[src/rtl/fir_chan_arb.sv]
// fir_chan_arb: round-robin arbiter feeding one shared FIR from two channels, results routed back by tag.
// Optional macro FIR_ARB_STATS_EN builds the saturating per-channel accept counters.
module fir_chan_arb #(
    parameter int LATENCY = 4
) (
    input  logic       clk,
    input  logic       rst_n,
    input  logic [5:0] s0_tdata,
    input  logic       s0_tvalid,
    output logic       s0_tready,
    input  logic [5:0] s1_tdata,
    input  logic       s1_tvalid,
    output logic       s1_tready,
    output logic [5:0] fir_tdata,
    output logic       fir_tvalid,
    input  logic       fir_tready,
    input  logic [7:0] fir_result,
    output logic [7:0] m_tdata,
    output logic       m_tvalid,
    output logic       m_tid,
    output logic [7:0] cnt0,
    output logic [7:0] cnt1
);
    typedef enum logic {IDLE, ISSUE} state_t;
    state_t state, state_nxt;
    logic rr, id, g0, g1, fir_hs;
    logic [5:0] hold;
    logic [LATENCY-1:0] vld, tid;

    assign g0 = s0_tvalid && (!s1_tvalid || !rr);
    assign g1 = s1_tvalid && (!s0_tvalid || rr);
    always_comb begin
        state_nxt = state;
        s0_tready = 1'b0;
        s1_tready = 1'b0;
        fir_tvalid = 1'b0;
        if (state == IDLE) begin
            s0_tready = rst_n && g0;
            s1_tready = rst_n && g1;
            state_nxt = (g0 || g1) ? ISSUE : IDLE;
        end else begin
            fir_tvalid = 1'b1;
            state_nxt = fir_tready ? IDLE : ISSUE;
        end
    end
    assign fir_hs = fir_tvalid && fir_tready;
    assign fir_tdata = hold;
    assign m_tvalid = vld[LATENCY-1];
    assign m_tdata = m_tvalid ? fir_result : 8'd0;
    assign m_tid = m_tvalid && tid[LATENCY-1];

    // Tag line shifts every cycle so a result slot lines up with the FIR's fixed latency.
    always_ff @(posedge clk or negedge rst_n) begin
        if (!rst_n) begin
            state <= IDLE;
            rr <= 1'b0;
            id <= 1'b0;
            hold <= 6'd0;
            vld <= '0;
            tid <= '0;
        end else begin
            state <= state_nxt;
            if (s0_tready || s1_tready) begin
                hold <= s1_tready ? s1_tdata : s0_tdata;
                id <= s1_tready;
            end
            if (fir_hs) rr <= !id;
            vld[0] <= fir_hs;
            tid[0] <= id;
            for (int i = 1; i < LATENCY; i++) begin
                vld[i] <= vld[i-1];
                tid[i] <= tid[i-1];
            end
        end
    end

`ifdef FIR_ARB_STATS_EN
    always_ff @(posedge clk or negedge rst_n) begin
        if (!rst_n) begin
            cnt0 <= 8'd0;
            cnt1 <= 8'd0;
        end else begin
            if (s0_tready && cnt0 != 8'hff) cnt0 <= cnt0 + 8'd1;
            if (s1_tready && cnt1 != 8'hff) cnt1 <= cnt1 + 8'd1;
        end
    end
`else
    assign cnt0 = 8'd0;
    assign cnt1 = 8'd0;
`endif
endmodule

[config.mk]
export PLATFORM = sky130hd
export DESIGN_NAME = fir_chan_arb
export DESIGN_NICKNAME = d
export VERILOG_FILES = /design/src/rtl/fir_chan_arb.sv
export SDC_FILE = /design/constraint.sdc
export NUM_CORES = 1
export LEC_CHECK = 0
export CAP_MARGIN = 0
export CORE_MARGIN = 4
export CORE_UTILIZATION = 35
export CTS_CLUSTER_SIZE = 10
export DETAILED_ROUTE_END_ITERATION = 7
export PLACE_DENSITY = 0.8
export SLEW_MARGIN = 20
export SYNTH_ARGS = -nofsm -noshare
export SYNTH_HDL_FRONTEND = slang
export SYNTH_SLANG_ARGS = --single-unit
[constraint.sdc]
create_clock -name clk -period 1.8 [get_ports clk]
set_clock_uncertainty 0.2 [all_clocks]
set_input_delay 0.45 -clock clk [delete_from_list [all_inputs] [get_ports clk]]
set_output_delay 0.45 -clock clk [all_outputs]
set_load 0.02 [all_outputs]
* Word-level counts from Yosys, hierarchy flattened
Cells that the tools add are included.
Word-level totals: output and inout bits 35, flip-flop bits (word level) 17, bits of input ports 25, logic and storage cells 28
Operators by class: reductions and logical operators 14, multiplexer cells 8
Operators by type and width (number):
- 8-bit 2-to-1 mux | 1
- 1-bit logical AND | 6
- 1-bit 2-to-1 mux | 6
- 6-bit 2-to-1 mux | 1
- 1-bit zero test | 4
- 1-bit logical OR | 4

* Longest topological paths before layout
word-level depth 6, gate-level depth with buffers 5

* Worst setup path before layout
OpenSTA, ideal clock, no wires.
kind register to output, start register state, end output s1_tready, buffers on the path 2, data required time 1.150 ns, cell stages (with the launch flop) 5, slack 0.117 ns, arrival 1.033 ns, cells stage by stage dfrtp_1 -> nor2b_2 -> buf_6 -> and3_4 -> buf_6
On the way: word-level cells in the longest chain between the ends 1
Ends and longest elaborated chain:
- start: declaration | RTL line 25 | state_t state, state_nxt;
- start signal: assignment | RTL line 62 | state <= state_nxt;
- 1-bit 2-to-1 mux | RTL line 37 | if (state == IDLE) begin
- end: declaration | RTL line 13 | output logic s1_tready,
No other way between the ends.

* Worst setup path in the final report
start register state, end output s0_tready
On the way: word-level cells in the longest chain between the ends 1
Ends and longest elaborated chain:
- 1-bit 2-to-1 mux | RTL line 37
- end: declaration | RTL line 10 | output logic s0_tready,
No other way between the ends.

==> results.tsv <==
metric	value	unit
clk_lat worst skew	290	ps
# fillers	190	
Syn-to-layout area delta	59.2	%
CTS clk-pin slew, worst paths	100	ps
DP Cell Count	161	
sequential share of the synthesized area	48.3	%
CTS tree	yes	
post-synth top area share	48.3	%
Post-Route WL	2350	um
Detailed Routing Iterations Pass 1	4	
# diodes	0	
Hold WC Path Type	primary input to async pin	
R2R depth	6	
Final period util	101	%
Mapped Avg Cell Area	10.4	um^2
CP Launch Type	register	
Clock Sinks	17	
die area	0.00338	mm^2
Synth Register Bits	17	
Antenna Violating Nets Remaining	0	
Initial Util	38.3	%
Congestion Overflow GR	0	
Finished Layout Cells	168	
Site Rows	17	
Synth cell types	20	
Clock Path Buffers	2	
peak supply drop	0.000696	V
antenna violations before repair	0	
die width	58.2	um
failing checks	negative setup slack	
RSZ-0062 raised after global routing	yes	
pwr/cell area	810	mW/mm^2
maxcap violations	0	
final worst slack	-18.5	ps
mean number of vias per cell	4.70	
chip height	58.2	um
M3 GR Usage	5.35	%
Placer Congestion	0.820	
drt drc	0	
initial DRC count	10	
CP max FO	3	
multi-input logic area	365	um^2
Worst Path Arrival	1170	ps
post-synth top area cell	dfrtp_1	
cells after synthesis	85	
YS warnings	0	
Final Hold Violating Endpoints	0	
Clock Root Buffer	clkbuf_4	
CTS Hold Bufs	0	
crit path capture type	primary output	
synthesized area	881	um^2
vias in the first global route	776	
Final Max Slew Viols	0	
f_max	550	MHz
met2 Use GR	26.3	%
Synth area leaders	dfrtp_1, buf_4, and2_1, o311ai_1, nand4_1	
share of cells above drive strength 1	29.3	%
storage element area	427	um^2
fin crit period	1820	ps
Via Count	789	
Final setup violation count	4	
IO buf count	43	
M1 GR Usage	12.3	%
Final nets	166	
busiest grt layer	met2	
dpl hpwl	1860	um
DR WL/cell	14.0	um
status	complete, but fails checks	
cts bufs inserted	3	
data required time of the worst path	1150	ps
I/O pin count	60	
Hold Slack	52.2	ps
Core Area	0.00230	mm^2
largest net degree at the start of global routing	19	
GRT Total Usage	13.6	%
H-tree level count	1	
leakage power	0.713	nW
critical path class	register to primary output	
first-pass GRT wire length	3420	um
==> cells in the final DEF, fill, tap and decap left out, types with 2 or more instances in the layout <==
| cell type | instances |
|---|---|
| conb_1 | 16 |
| dfrtp_1 | 16 |
| clkdlybuf4s50_1 | 16 |
| dlygate4sd2_1 | 11 |
| buf_6 | 11 |
| buf_4 | 11 |
| and2_4 | 8 |
| inv_1 | 7 |
| o21ai_0 | 7 |
| nand4_1 | 6 |
| o311ai_1 | 5 |
| dlymetal6s2s_1 | 4 |
| nor2_1 | 3 |
| clkbuf_4 | 3 |
| and3_4 | 2 |
| and2_1 | 2 |
| buf_2 | 2 |
==> critical path: stages, from the launching register on <==
cell	delay, ps
dfrtp_1	430
nor2b_4	140
and3_4	200
buf_6	110
==> through the flow <==
step	utilization (%)	setup WS (ps)	setup TNS (ps)	cell area [um^2]	total power, W
2_1_floorplan	-	117	0	937	0.000755
3_3_place_gp	57.3	-727	-7200	1320	0.000944
5_1_grt	61.1	-59.6	-189	1400	0.00121
4_1_cts	59.9	-31.5	-131	1380	0.00114
3_5_place_dp	57.3	-745	-7690	1320	0.000960
6_report	61.1	-18.5	-51.2	1400	0.00114
==> sequential cells by signal, summed over array words and instances, names as in the netlist <==
signal     count
id             1
vld            4
fir_tdata      6
state          1
rr             1
tid            4
==> worst paths after layout <==
kind                        start            to  slack [ps]
max                         state     s0_tready         -20
min                         rst_n  fir_tdata[0]          50
max reg2reg                 state  fir_tdata[4]         160
min reg2reg                tid[2]        tid[3]         150
max in group asynchronous   rst_n        vld[3]        1140
min in group clk           tid[2]        tid[3]         150
==> power breakdown <==
part | switching, W | internal [W]
combinational | 0.000223 | 0.000201
sequential | 0.0000403 | 0.000474
clock | 0.000113 | 0.0000860
==> what timing repair did <==
| action | CTS | global route |
|---|---|---|
| setup buffers | 2 | 1 |
| endpoints found under the setup margin | 25 | 11 |
| pin swaps | 2 | 3 |
| resized for setup | 83 | 14 |
| hold endpoints to repair | 0 | 0 |
==> cells in the mapped netlist <==
library cell  instances
dfrtp_1              17
nor2_1                3
nand4_1               6
nand2b_2              1
and2_1               10
and3_4                1
nor3_1                1
buf_6                 3
or2b_1                1
o21ai_0               7
conb_1                1
o21bai_1              1
buf_4                16
nand2_1               1
o311ai_2              1
o311ai_1              5
inv_1                 7
a21oi_1               1
nor2b_2               1
and3_2                1
==> per-layer routing <==
layer | up-vias | part of all wire, % | routed length, um
li1 | 370 | - | -
met5 | - | 0 | 0
met1 | 362 | 32 | 751
met4 | 0 | 1.2 | 29
met2 | 53 | 52 | 1220
met3 | 4 | 15 | 343
==> cell type report <==
type,instances,area share (%)
clock buffer,4,1.87
inverter,7,1.87
multi-input combinational,57,26.0
sequential,17,30.4
tap,28,2.50
timing repair buffer,55,37.3
==> cell families (layout without fill, tap and decap cells) <==
family | Yosys count | count (layout) | synth area share [%]
AOI/OAI and AO/OA | 15 | 15 | 12.2
buffers and inverters | 26 | 66 | 20.5
DFF | 17 | 17 | 48.3
other | 1 | 16 | 0.426
and+or+nand+nor | 26 | 26 | 18.6
(Power assumes the default switching activity.)
